==> src/rtl/udp_stream_scheduler_if.sv <==
// Bundle of the per-channel packetiser signals and the UDP/IP stack app-side handshake.
// master: the scheduler side; slave: the packetisers plus the stack.
interface udp_stream_scheduler_if #(
    parameter int unsigned NUM_CH     = 4,
    parameter int unsigned DATA_WIDTH = 32
);
    logic [NUM_CH-1:0]            ch_req;
    logic [NUM_CH*16-1:0]         ch_len;
    logic [NUM_CH*DATA_WIDTH-1:0] ch_data;
    logic [NUM_CH-1:0]            ch_grant;
    logic [NUM_CH-1:0]            ch_done;
    logic [DATA_WIDTH-1:0]        stk_app_data;
    logic [15:0]                  stk_app_len;
    logic                         stk_app_valid;
    logic                         stk_app_ready;
    logic [15:0]                  stk_dst_port;

    modport master (
        input  ch_req, ch_len, ch_data, stk_app_ready,
        output ch_grant, ch_done, stk_app_data, stk_app_len, stk_app_valid, stk_dst_port
    );

    modport slave (
        output ch_req, ch_len, ch_data, stk_app_ready,
        input  ch_grant, ch_done, stk_app_data, stk_app_len, stk_app_valid, stk_dst_port
    );
endinterface

==> src/rtl/udp_stream_scheduler.sv <==
// Round-robin scheduler sharing one UDP/IPv4 transmit stack between NUM_CH stream sources.
// One packet at a time: arbitrate, launch on app_valid/app_ready, wait for stack idle, release.
module udp_stream_scheduler #(
    parameter int unsigned NUM_CH         = 4,
    parameter int unsigned DATA_WIDTH     = 32,
    parameter int unsigned MAX_LEN        = 1472,
    parameter int unsigned TIMEOUT_CYCLES = 4096,
    parameter logic [15:0] BASE_PORT      = 16'd5000
) (
    input  logic                           i_clk,
    input  logic                           i_rst_n,
    input  logic                           i_enable,
    udp_stream_scheduler_if.master         io_bus,
    output logic                           o_len_err,
    output logic                           o_timeout_err,
    output logic [31:0]                    o_pkt_count
);

    localparam int unsigned IdxW   = (NUM_CH > 2) ? $clog2(NUM_CH) : 1;
    localparam int unsigned WdW    = (TIMEOUT_CYCLES > 2) ? $clog2(TIMEOUT_CYCLES) : 1;
    localparam logic [16:0] MaxLen = 17'(MAX_LEN);
    localparam logic [WdW-1:0] WdLast = WdW'(TIMEOUT_CYCLES - 1);

    typedef enum logic [2:0] {
        StIdle,
        StLaunch,
        StBusy,
        StDone,
        StReject
    } state_e;

    state_e            r_state, w_state_d;
    logic [IdxW-1:0]   r_idx, w_idx_d;
    logic [IdxW-1:0]   r_last, w_last_d;
    logic [15:0]       r_len, w_len_d;
    logic [15:0]       r_port, w_port_d;
    logic [WdW-1:0]    r_wd, w_wd_d;
    logic              r_to_pkt, w_to_pkt_d;
    logic              r_to_err, w_to_err_d;
    logic [31:0]       r_cnt, w_cnt_d;

    logic              w_found;
    logic [IdxW-1:0]   w_pick;
    logic [IdxW-1:0]   w_cand;
    logic [15:0]       w_req_len;
    logic [NUM_CH-1:0] w_onehot;
    logic              w_active;

    // Rotating priority: first requester after the last served channel.
    always_comb begin
        w_found = 1'b0;
        w_pick  = '0;
        w_cand  = '0;
        for (int unsigned k = 1; k <= NUM_CH; k++) begin
            w_cand = IdxW'((32'(r_last) + k) % NUM_CH);
            if (!w_found && io_bus.ch_req[w_cand]) begin
                w_found = 1'b1;
                w_pick  = w_cand;
            end
        end
        w_req_len = io_bus.ch_len[32'(w_pick)*16 +: 16];
    end

    always_comb begin
        w_state_d  = r_state;
        w_idx_d    = r_idx;
        w_last_d   = r_last;
        w_len_d    = r_len;
        w_port_d   = r_port;
        w_wd_d     = r_wd;
        w_to_pkt_d = r_to_pkt;
        w_to_err_d = r_to_err;
        w_cnt_d    = r_cnt;
        unique case (r_state)
            StIdle: begin
                if (i_enable && w_found) begin
                    w_idx_d    = w_pick;
                    w_len_d    = w_req_len;
                    w_port_d   = BASE_PORT + 16'(w_pick);
                    w_to_pkt_d = 1'b0;
                    if (w_req_len == 16'd0 || {1'b0, w_req_len} > MaxLen) begin
                        w_state_d = StReject;
                    end else begin
                        w_state_d = StLaunch;
                    end
                end
            end
            StLaunch: begin
                if (io_bus.stk_app_ready) begin
                    w_wd_d    = '0;
                    w_state_d = StBusy;
                end
            end
            StBusy: begin
                if (io_bus.stk_app_ready) begin
                    w_state_d = StDone;
                end else if (r_wd == WdLast) begin
                    w_to_err_d = 1'b1;
                    w_to_pkt_d = 1'b1;
                    w_state_d  = StDone;
                end else begin
                    w_wd_d = r_wd + 1'b1;
                end
            end
            StDone: begin
                w_last_d = r_idx;
                w_len_d  = '0;
                w_port_d = '0;
                if (!r_to_pkt) begin
                    w_cnt_d = r_cnt + 32'd1;
                end
                w_state_d = StIdle;
            end
            StReject: begin
                w_last_d  = r_idx;
                w_len_d   = '0;
                w_port_d  = '0;
                w_state_d = StIdle;
            end
            default: w_state_d = StIdle;
        endcase
    end

    always_ff @(posedge i_clk) begin
        if (!i_rst_n) begin
            r_state  <= StIdle;
            r_idx    <= '0;
            r_last   <= IdxW'(NUM_CH - 1);
            r_len    <= '0;
            r_port   <= '0;
            r_wd     <= '0;
            r_to_pkt <= 1'b0;
            r_to_err <= 1'b0;
            r_cnt    <= '0;
        end else begin
            r_state  <= w_state_d;
            r_idx    <= w_idx_d;
            r_last   <= w_last_d;
            r_len    <= w_len_d;
            r_port   <= w_port_d;
            r_wd     <= w_wd_d;
            r_to_pkt <= w_to_pkt_d;
            r_to_err <= w_to_err_d;
            r_cnt    <= w_cnt_d;
        end
    end

    // Grant is held through the stack transaction and the reject cycle, dropped in DONE.
    always_comb begin
        w_onehot        = '0;
        w_onehot[r_idx] = 1'b1;
        w_active        = (r_state == StLaunch) || (r_state == StBusy);

        io_bus.ch_grant = (w_active || r_state == StReject) ? w_onehot : '0;
        io_bus.ch_done  = (r_state == StDone || r_state == StReject) ? w_onehot : '0;
        io_bus.stk_app_valid = (r_state == StLaunch);
        io_bus.stk_app_len   = w_active ? r_len : 16'd0;
        io_bus.stk_app_data  = w_active ? io_bus.ch_data[32'(r_idx)*DATA_WIDTH +: DATA_WIDTH]
                                        : '0;
        io_bus.stk_dst_port  = r_port;

        o_len_err     = (r_state == StReject);
        o_timeout_err = r_to_err;
        o_pkt_count   = r_cnt;
    end

endmodule
==> src/flat_wrapper.sv <==
// flat-port wrapper written by rule: the top's interface ports become plain ports
module udp_stream_scheduler_flat 
#(
    parameter int unsigned NUM_CH         = 4,
    parameter int unsigned DATA_WIDTH     = 32,
    parameter int unsigned MAX_LEN        = 1472,
    parameter int unsigned TIMEOUT_CYCLES = 4096,
    parameter logic [15:0] BASE_PORT      = 16'd5000
)
  (i_clk, i_rst_n, i_enable, o_len_err, o_timeout_err, o_pkt_count, io_bus_ch_req, io_bus_ch_len, io_bus_ch_data, io_bus_stk_app_ready, io_bus_ch_grant, io_bus_ch_done, io_bus_stk_app_data, io_bus_stk_app_len, io_bus_stk_app_valid, io_bus_stk_dst_port);
  udp_stream_scheduler_if #(.NUM_CH(NUM_CH), .DATA_WIDTH(DATA_WIDTH)) io_bus_i ();
  input  logic i_clk;
  input  logic i_rst_n;
  input  logic i_enable;
  output logic o_len_err;
  output logic o_timeout_err;
  output logic [31:0] o_pkt_count;
  input wire logic [$bits(io_bus_i.ch_req)-1:0] io_bus_ch_req;
  input wire logic [$bits(io_bus_i.ch_len)-1:0] io_bus_ch_len;
  input wire logic [$bits(io_bus_i.ch_data)-1:0] io_bus_ch_data;
  input wire logic [$bits(io_bus_i.stk_app_ready)-1:0] io_bus_stk_app_ready;
  output wire logic [$bits(io_bus_i.ch_grant)-1:0] io_bus_ch_grant;
  output wire logic [$bits(io_bus_i.ch_done)-1:0] io_bus_ch_done;
  output wire logic [$bits(io_bus_i.stk_app_data)-1:0] io_bus_stk_app_data;
  output wire logic [$bits(io_bus_i.stk_app_len)-1:0] io_bus_stk_app_len;
  output wire logic [$bits(io_bus_i.stk_app_valid)-1:0] io_bus_stk_app_valid;
  output wire logic [$bits(io_bus_i.stk_dst_port)-1:0] io_bus_stk_dst_port;
  assign io_bus_i.ch_req = io_bus_ch_req;
  assign io_bus_i.ch_len = io_bus_ch_len;
  assign io_bus_i.ch_data = io_bus_ch_data;
  assign io_bus_i.stk_app_ready = io_bus_stk_app_ready;
  assign io_bus_ch_grant = io_bus_i.ch_grant;
  assign io_bus_ch_done = io_bus_i.ch_done;
  assign io_bus_stk_app_data = io_bus_i.stk_app_data;
  assign io_bus_stk_app_len = io_bus_i.stk_app_len;
  assign io_bus_stk_app_valid = io_bus_i.stk_app_valid;
  assign io_bus_stk_dst_port = io_bus_i.stk_dst_port;
  udp_stream_scheduler #(.NUM_CH(NUM_CH), .DATA_WIDTH(DATA_WIDTH), .MAX_LEN(MAX_LEN), .TIMEOUT_CYCLES(TIMEOUT_CYCLES), .BASE_PORT(BASE_PORT)) u_core (.i_clk(i_clk), .i_rst_n(i_rst_n), .i_enable(i_enable), .io_bus(io_bus_i), .o_len_err(o_len_err), .o_timeout_err(o_timeout_err), .o_pkt_count(o_pkt_count));
endmodule
==> config.mk <==
export PLATFORM = sky130hd
export DESIGN_NAME = udp_stream_scheduler_flat
export DESIGN_NICKNAME = d
export VERILOG_FILES = /design/src/rtl/udp_stream_scheduler_if.sv /design/src/rtl/udp_stream_scheduler.sv /design/src/flat_wrapper.sv
export SDC_FILE = /design/constraint.sdc
export NUM_CORES = 1
export LEC_CHECK = 0
export BUFFER_PORTS_ARGS = -buffer_cell sky130_fd_sc_hd__buf_2
export CAP_MARGIN = 20
export CORE_AREA = 2 2 119 121
export CTS_CLUSTER_DIAMETER = 120
export DETAILED_ROUTE_END_ITERATION = 12
export DIE_AREA = 0 0 121 123
export PLACE_DENSITY = 0.71
export SETUP_SLACK_MARGIN = 0.4
export SKIP_LAST_GASP = 1
export SLEW_MARGIN = 10
export SYNTH_ARGS = -nofsm -noshare
export SYNTH_HDL_FRONTEND = slang
export SYNTH_SLANG_ARGS = --single-unit
==> constraint.sdc <==
create_clock -name i_clk -period 5.5 [get_ports i_clk]
set_input_delay 1.1 -clock i_clk [delete_from_list [all_inputs] [get_ports i_clk]]
set_output_delay 1.1 -clock i_clk [all_outputs]
set_load 0.05 [all_outputs]
==> reports/metrics.cfg, run 1 <==
[cts]
worstSkewPairLatency_ps=330
cts_resized=0
root_buffer=clkbuf_16
clock_path_buffers=2
cts_hold_buffers=0
htreeDepth=3
cts_tree=yes
cts.clk_slew.worst_paths_ps=60
cts_setup_buffers=0
cts-buffers-inserted=9
cts_sinks=72

[floorplan]
core-area_sq_um=13600
io_pins=307
core.rowCount=43
start_util=0.369
dieHeight_um=123
dieArea_sq_um=14900
die_x_um=121

[timing]
fin_crit_ps=3630
slew_headroom=0.357
tightest_slew_ps=962
hold_ws_ps=465
hold_viol_final=0
post-route-period-util=0.660
worst_slack_ps=1870
fmax_ghz=0.276
finalClockSkew_ps=7.23
grt_setup_unrepaired=no
finalMaxSlewViolations=0
setup_tns_ps=0
finalSetupViolations=0

[pwr]
p_int_uw=1160
clockPowerShare=0.421
vdd.ir_drop.worst_v=0.000302
p_leak_uw=0.00338
power.density_nw_per_um2=232
p_sw_uw=448
comb_power_share=0.228
power.share.sequential=0.350
power_uw=1610
switching_share=0.278

[setup_path]
cpLargestDelayFamily=flip-flops
max_stage_delay_ps=750
path_buf_inv=2
cp.arrival_ps=2530
cp_slowest_cell=dfxtp_2
cp-start-kind=flop
path_max_fanout=22
worstPathRequired_ps=4400
critPathCaptureType=output port
critPathKind=reg2out
path_cells=buf_4 > mux4_2 > and2_1 > buf_2

[global_routing]
first_global_vias=4860
grt_pass1_wl_um=26300
overflow=0
track_usage=0.233
antenna_found_initial=1
grt_max_degree=62

[drt]
routed_via_density=5.09
via_count=5084
wl_um=18000
ant_nets=0
dr.pass1.iters=5
wl_per_cell_um=18.0
drt_iter0_drc=218
drc=0

[finish]
layout_commonest_cell=buf_2
final_cell_mix=297 x buf_2, 79 x and2_1, 70 x dfxtp_1
layout.nets=1015
drive_above_1_share=0.450
syn_to_final_growth_pct=38.0

[logic_synthesis]
ys_types=51
syn_avg_cell_area_sq_um=9.35
syn_inst=538
ys.flop_type=dfxtp_1
synth_edf_count=0
async_flop_share=0
synthesis.area_sq_um=5030
synth_seq_cells=72
ys_warn_count=0
ys_seq_area_frac=0.287

[place]
dp_hpwl_um=14500
numPortBuffers=297
gp_congestion=0.913
place_ws_ps=1940

[worst_hold_path]
worstHoldPathType=reg2reg

[status]
status=completed

[flow_run]
drv_cap=0

## state kept, by name, summed over array words and instances (netlist names)
register	count
u_core.io_bus.stk_dst_port	3
u_core.o_pkt_count	32
u_core.o_timeout_err	1
u_core.r_idx	2
u_core.r_last	2
u_core.r_len	16
u_core.r_state	3
u_core.r_to_pkt	1
u_core.r_wd	12
## routing by layer
metal / vias to the layer above / global-route usage / share of wire
met5: - / 0 / 0
met4: 0 / 0.111 / 0.037
met3: 28 / 0.0544 / 0.070
met2: 201 / 0.415 / 0.52
met1: 2399 / 0.262 / 0.38
li1: 2456 / - / -
## cells in the mapped netlist (12+ instances only)
master | count | share of area
a21oi_1 | 13 | 0.013
buf_4 | 15 | 0.022
nor2b_1 | 18 | 0.022
and2_1 | 79 | 0.098
clkbuf_1 | 22 | 0.016
mux2i_1 | 41 | 0.082
nand4_1 | 12 | 0.015
mux4_2 | 32 | 0.14
nand2_1 | 30 | 0.022
nand3_1 | 16 | 0.016
a22oi_1 | 16 | 0.024
dfxtp_1 | 72 | 0.29
xnor2_1 | 29 | 0.051
nor2_1 | 34 | 0.025
## stage by stage
stage,area (sq um),utilization,instances
after floorplan,5060,-,546
after global routing,6940,0.510,999
after detailed placement,6590,0.484,982
after global placement,6590,0.484,982
final,6940,0.510,999
after CTS,6940,0.510,998
## final cells by class
class | instances | area (sq um)
fillers | 1264 | 6670
clock buffers | 10 | 229
clock inverters | 6 | 115
diodes | 1 | 2.50
multi-input cells | 426 | 3390
flip-flops and latches | 72 | 1440
well taps | 180 | 225
repair buffers | 301 | 1520
inverters | 3 | 11.3
## final timing paths
path                                               startpoint                             to  slack [ps]  depth (start not counted)
worst max register to register               u_core.r_last[0]              u_core.r_state[2]        2790                          7
worst max-delay path                          u_core.r_idx[0]        io_bus_stk_app_data[22]        1870                          4
worst min register to register  u_core.io_bus.stk_dst_port[1]  u_core.io_bus.stk_dst_port[1]         460                          2
worst min-delay path            u_core.io_bus.stk_dst_port[1]  u_core.io_bus.stk_dst_port[1]         460                          2
## logic make-up after synthesis
group	after synthesis	share of synthesized area
xor gates and xnor gates	38	0.0662
AOI/OAI and AO/OA	56	0.0794
DFF	72	0.287
muxes	80	0.241
other	1	0.000746
and+or+nand+nor	241	0.270
adders and majority gates	2	0.00498
buffers and inverters	48	0.0513
## worst min-delay path: cells and delay by family (launching register included)
family           cells  cell delay [ps]
AND/OR/NAND/NOR      1               40
flip-flops           1              300
AO/OA/AOI/OAI        1               70
## power by group through the flow
| stage | clock network [uW] | registers, uW | logic (uW) |
|---|---|---|---|
| global placement | 0 | 576 | 365 |
| CTS | 694 | 565 | 369 |
| global route | 714 | 568 | 395 |
| finish | 678 | 564 | 368 |
| floorplan | 0 | 562 | 262 |
| detailed placement | 0 | 576 | 368 |
No activity file was read; power rests on OpenSTA's default activity.
==> inputs of run 2 (changes only) <==
--- a/config.mk
+++ b/config.mk
@@ -11,7 +11,7 @@
 export CTS_CLUSTER_DIAMETER = 120
 export DETAILED_ROUTE_END_ITERATION = 12
 export DIE_AREA = 0 0 121 123
-export PLACE_DENSITY = 0.71
+export PLACE_DENSITY = 0.73
 export SETUP_SLACK_MARGIN = 0.4
 export SKIP_LAST_GASP = 1
 export SLEW_MARGIN = 10
==> constraint.sdc (replaced) <==
create_clock -name i_clk -period 3.2 [get_ports i_clk]
set_input_delay 0.64 -clock i_clk [delete_from_list [all_inputs] [get_ports i_clk]]
set_output_delay 0.64 -clock i_clk [all_outputs]
set_load 0.05 [all_outputs]
==> reports/metrics.cfg, run 2 (synthesized netlist as in run 1, its figures left out) <==
[status]
status=completed

[setup_path]
critPathKind=reg2out
r2r_setup_slack_ps=780  ; -2010 ps
worstPathRequired_ps=2560  ; -1840 ps
critPathCaptureType=output port
path_max_fanout=20  ; -9.1%
cp.arrival_ps=2010  ; -520 ps
reg2reg_to=u_core.r_state[2]
cp-startpoint=u_core.r_idx[1]
crit-reg2reg-launch=u_core.r_last[1]
reg2reg_depth=9  ; +2
cp-start-kind=flop

[cts]
cts_tree=yes
clock_path_buffers=2  ; unchanged
cts_resized=0  ; unchanged
cts-buffers-inserted=9  ; unchanged
cts_sinks=72  ; unchanged
worstSkewPairLatency_ps=330  ; about the same
cts.clk_slew.worst_paths_ps=60  ; about the same
htreeDepth=3  ; unchanged
cts_hold_buffers=0  ; unchanged
root_buffer=clkbuf_16
cts_setup_buffers=0  ; unchanged

[finish]
layout.nets=1030  ; +1.5%
final_util=0.521  ; +0.0109
nFillCells=1326  ; +4.9%
layout_commonest_cell=buf_2
final_cell_mix=297 x buf_2, 79 x and2_1, 70 x dfxtp_1
drive_above_1_share=0.462  ; +0.0123
seq_area_sq_um=1440  ; unchanged
largest_reg_flops=32  ; unchanged
syn_to_final_growth_pct=40.9
multi_input_area_sq_um=3400  ; +0.29%

[floorplan]
die_x_um=121  ; unchanged
io_pins=307  ; unchanged
start_util=0.369  ; unchanged
dieArea_sq_um=14900  ; unchanged
dieHeight_um=123  ; unchanged
core-area_sq_um=13600  ; unchanged
core.rowCount=43  ; unchanged

[timing]
setup_tns_ps=0  ; unchanged
hold_viol_final=0  ; unchanged
finalMaxSlewViolations=0  ; unchanged
slew_headroom=0.331  ; -0.0259
post-route-period-util=0.829
finalClockSkew_ps=6.12  ; -1.11 ps
fmax_ghz=0.377
fin_crit_ps=2650
grt_setup_unrepaired=no
finalSetupViolations=0  ; unchanged
tightest_slew_ps=996  ; +33.6 ps

[global_routing]
grt.met2_usage=0.429  ; +0.0147
overflow=0  ; unchanged
met1_usage=0.270  ; +0.00825
first_global_vias=5079  ; +4.5%
grt_max_degree=52  ; -16%
track_usage=0.245  ; +0.0126
grt_pass1_wl_um=27500  ; +4.5%
met3_usage=0.0770  ; +0.0226
grt.busiest_layer=met2
antenna_found_initial=8  ; +7

[drt]
ant_nets=0  ; unchanged
drc=0  ; unchanged
drt_iter0_drc=259  ; +19%
via_count=5244  ; +3.1%
wl_um=19000  ; +5.8%
wl_per_cell_um=18.6  ; +3.7%
dr.pass1.iters=4  ; -1
routed_via_density=5.15  ; +1.1%

[pwr]
power.density_nw_per_um2=387  ; +67%
vdd.ir_drop.worst_v=0.000370  ; +22%
p_leak_uw=0.00346  ; +2.5%

[worst_hold_path]
hold_depth=2  ; unchanged
min_from=u_core.io_bus.stk_dst_port[1]
worstHoldPathType=reg2reg
hold-path-endpoint=u_core.io_bus.stk_dst_port[1]

[place]
gp_congestion=0.957  ; +4.8%
dp_hpwl_um=15600  ; +7.8%
numPortBuffers=297  ; unchanged

[flow_run]
drv_cap=0  ; unchanged

-- run 2: cell count changes in the layout (fill, tap and decap cells not counted), sizes merged --
cell    delta
diode      +5
clkbuf     +2
clkinv     +1
bufinv     -1
inv        -2
buf       +15
-- run 2: final cells by class --
type                            count  area share
Sequential cell                    72       0.204
Multi-Input combinational cell    426       0.480
Timing Repair Buffer              316       0.233
Clock inverter                      4      0.0108
Tap cell                          180      0.0318
Antenna cell                        6     0.00212
Clock buffer                       12      0.0362
Inverter                            3     0.00159
-- run 2: metal layers --
| metal | wire [um] | vias to the layer above |
|---|---|---|
| li1 | - | 2490 |
| met1 | 6980 | 2461 |
| met2 | 9450 | 240 |
| met3 | 1720 | 51 |
| met4 | 843 | 2 |
| met5 | 10 | - |
-- run 2: worst max-delay path by stage --
stage / endpoint / slack (ps)
detailed placement: u_core.r_state[2] / 230
CTS: u_core.r_state[2] / 470
global route: io_bus_ch_grant[2] / 450
floorplan: io_bus_ch_done[3] / 570
finish: io_bus_stk_app_data[18] / 550
global placement: u_core.r_state[2] / 310
-- run 2: worst max-delay path, cell delays in order (launching register included) --
cell and delay, ps:
dfxtp_2 530, buf_4 340, mux4_2 410, and2_1 190
buf_2 210
-- run 2: power breakdown --
group / internal (uW) / leakage, uW / switching (uW)
registers: 925 / 0.000584 / 25.9
logic: 334 / 0.00272 / 357
clock network: 726 / 0.000159 / 375
-- run 2: through the flow --
step           worst slack (ps)  power (uW)  cells  hold slack [ps]  instance area [sq um]
3_5_place_dp                228        1640    991              456                   6680
3_3_place_gp                308        1630    991              448                   6680
2_1_floorplan               573        1420    546              465                   5070
6_report                    546        2740   1019              462                   7090
4_1_cts                     469        2750   1007              465                   7010
5_1_grt                     449        2870   1016              489                   7080
==> inputs of run 3 (changes only) <==
--- a/config.mk
+++ b/config.mk
@@ -5,6 +5,7 @@
 export SDC_FILE = /design/constraint.sdc
 export NUM_CORES = 1
 export LEC_CHECK = 0
+export ABC_AREA = 1
 export BUFFER_PORTS_ARGS = -buffer_cell sky130_fd_sc_hd__buf_2
 export CAP_MARGIN = 20
 export CORE_AREA = 2 2 119 121
==> constraint.sdc (replaced) <==
create_clock -name i_clk -period 2.8 [get_ports i_clk]
set_input_delay 0.56 -clock i_clk [delete_from_list [all_inputs] [get_ports i_clk]]
set_output_delay 0.56 -clock i_clk [all_outputs]
set_load 0.05 [all_outputs]
==> reports/metrics.cfg, run 3 <==
[status]
status=completed

[floorplan]
start_util=0.394  ; +0.0249
dieHeight_um=123  ; unchanged
dieArea_sq_um=14900  ; unchanged
die_x_um=121  ; unchanged
core.rowCount=43  ; unchanged
io_pins=307  ; unchanged
core-area_sq_um=13600  ; unchanged

[cts]
cts_sinks=72  ; unchanged
cts.clk_slew.worst_paths_ps=60  ; about the same
cts_hold_buffers=0  ; unchanged
worstSkewPairLatency_ps=330  ; about the same
cts-buffers-inserted=9  ; unchanged
htreeDepth=3  ; unchanged
cts_tree=yes
root_buffer=clkbuf_16
clock_path_buffers=2  ; unchanged

[finish]
drive_above_1_share=0.470  ; +0.00820
layout.nets=1381  ; +34%
nFillCells=1213  ; -8.5%
final_cell_mix=243 x buf_2, 154 x nand2_1, 97 x inv_1
largest_reg_flops=32  ; unchanged
syn_to_final_growth_pct=67.9
layout_commonest_cell=buf_2

[logic_synthesis]
ys.flop_type=dfxtp_1
synthTopCellsByArea=dfxtp_1 27%, nand2_1 14%, a22oi_1 9.0%
ys_seq_area_frac=0.269  ; -0.0181
ys_warn_count=0  ; unchanged
synth_fa_ha_area_frac=0.00466  ; -0.000314
ys_types=42  ; -18%
synth_seq_cells=72  ; unchanged
syn_avg_cell_area_sq_um=6.26  ; -33%
syn_inst=858  ; +59%
post_synth_mux_area_share=0  ; -0.241
synth_top_area_cell=dfxtp_1
synth_top_cell_area_share=0.269  ; -0.0181
synth_edf_count=0  ; unchanged
synth_top_family_by_area=simple AND/OR/NAND/NOR gates
synthXorXnorAreaFrac=0.0114  ; -0.0548
synthesis.area_sq_um=5370  ; +6.7%
synth_compound_area_frac=0.198  ; +0.118
synth.most_common_cell=nand2_1
synth_simple_gate_area_frac=0.374  ; +0.103
async_flop_share=0  ; unchanged
synth_common_cells=194 x nand2_1, 107 x inv_1, 79 x nand3_1, 74 x a21oi_1, 73 x nor2_1

[setup_path]
path_max_fanout=8  ; -60%
path_cells=clkinv_8 > buf_4 > nand2_1 > nand3_2 > nand2_2 > nand2_2 > nand2_4 > nor2_4 > nand2_8 > clkbuf_16 > nand3_1 > nand3_1 > nand2_2 > nor2_2 > nand2_1 > nor2_1 > nand2_1 > nand2_2 > nand2_1 > nand2_1 > nor2_2
max_stage_delay_ps=400  ; -130 ps
critical_path_cell_count=21  ; +17
critPathKind=reg2reg
worstPathRequired_ps=3020  ; +460 ps
critPathCaptureType=flop
crit-reg2reg-launch=u_core.r_last[0]
cpLargestDelayFamily=simple AND/OR/NAND/NOR gates
reg2reg_to=u_core.r_state[2]
cp-startpoint=u_core.r_last[0]
reg2reg_depth=21  ; +12
cp_slowest_cell=dfxtp_4
cp-start-kind=flop
endpoint=u_core.r_state[2]
r2r_setup_slack_ps=370  ; -410 ps
path_buf_inv=3  ; +1
path_common_cell=nand2_1
cp.arrival_ps=2650  ; +640 ps

[worst_hold_path]
min_from=u_core.o_timeout_err
worstHoldPathType=reg2reg

[pwr]
power_uw=8670  ; +220%
p_leak_uw=0.00403  ; +16%
vdd.ir_drop.worst_v=0.000726  ; +96%
power.density_nw_per_um2=962  ; +150%

[drt]
wl_per_cell_um=16.4  ; -12%
drt_iter0_drc=626  ; +140%
dr.pass1.iters=6  ; +2
drc=0  ; unchanged
wl_um=22400  ; +18%
routed_via_density=5.24  ; +1.9%
via_count=7151  ; +36%
ant_nets=0  ; unchanged

[timing]
slew_headroom=0.620  ; +0.290
fmax_ghz=0.412
hold_viol_final=0  ; unchanged
finalSetupViolations=0  ; unchanged
setup_tns_ps=0  ; unchanged
finalClockSkew_ps=7.35  ; +1.23 ps
tightest_slew_ps=566  ; -429 ps
worst_slack_ps=371  ; -176 ps
fin_crit_ps=2430
post-route-period-util=0.868
finalMaxSlewViolations=0  ; unchanged
grt_setup_unrepaired=yes

[global_routing]
grt_max_degree=34  ; -35%
track_usage=0.257  ; +0.0120
grt_pass1_wl_um=30700  ; +11%
antenna_found_initial=2  ; -6
first_global_vias=6308  ; +24%
overflow=0  ; unchanged

[flow_run]
drv_cap=0  ; unchanged

[place]
place_ws_ps=158  ; -70.4 ps
numPortBuffers=297  ; unchanged
dp_hpwl_um=16100  ; +2.9%
gp_congestion=0.901  ; -5.8%

[run 3: cell count changes in the layout (fill, tap and decap cells not counted), moves of 43 or more]
cell | before | now
buf_2 | 297 | 243
nand3_1 | 16 | 64
nand2_2 | 0 | 43
a22oi_1 | 16 | 63
nand2_1 | 30 | 154
buf_6 | 0 | 43
and2_1 | 79 | 0
inv_1 | 3 | 97
[run 3: final cells by class]
type,count,area (sq um),share of cell area
multi-input cells,622,4080,0.453
clock inverters,4,22.5,0.00250
repair inverters,2,22.5,0.00250
flip-flops and latches,72,1470,0.163
well taps,180,225,0.0250
repair buffers,354,2440,0.271
diodes,2,5.00,0.000555
clock buffers,10,239,0.0265
inverters,118,507,0.0562
[run 3: power breakdown]
group,switching [uW],internal (uW),total (uW)
Combinational,4050,2270,6320
Clock,419,608,1030
Sequential,147,1180,1320
[run 3: worst min-delay path by stage]
stage	end	slack (ps)	cells after the start
global route	u_core.o_timeout_err	470	2
detailed placement	u_core.o_timeout_err	450	2
finish	u_core.o_timeout_err	450	2
CTS	u_core.o_timeout_err	450	2
global placement	u_core.o_timeout_err	440	2
floorplan	u_core.r_len[6]	440	2
[run 3: cells by family after synthesis]
kind of cell	after synthesis
xor gates and xnor gates	7
other	1
buffers and inverters	173
AOI/OAI and AO/OA	171
DFF	72
adders and majority gates	2
and+or+nand+nor	432
[run 3: metrics by stage]
stage	cells	util	hold slack [ps]	instance area, sq um
floorplan	866	-	440	5890
global placement	1305	0.544	438	7400
detailed placement	1305	0.544	445	7400
CTS	1323	0.588	455	8000
global route	1363	0.662	470	9010
finish	1364	0.662	449	9010
[run 3: per-layer routing]
metal  routed length, um  GRT usage  part of all wire
met1                8810      0.305              0.39
met2               11200      0.465              0.50
met3                1560     0.0387             0.070
met4                 756      0.105             0.034
met5                   0          0                 0
[run 3: worst reg2reg max path, cell delays in order, from the launching register on]
cell and delay (ps):
dfxtp_4 400, clkinv_8 80, buf_4 160, nand2_1 80, nand3_2 80, nand2_2 80, nand2_2 60, nand2_4 110
nor2_4 60, nand2_8 150, clkbuf_16 180, nand3_1 100, nand3_1 120, nand2_2 70, nor2_2 110, nand2_1 60
nor2_1 120, nand2_1 80, nand2_2 70, nand2_1 50, nand2_1 70, nor2_2 30
[run 3: timing repair]
item                       in CTS  in global routing
resized for setup              98                164
pin swaps                       4                 52
cloned                          1                  8
setup endpoints to repair      60                 92
setup buffers                   3                 31
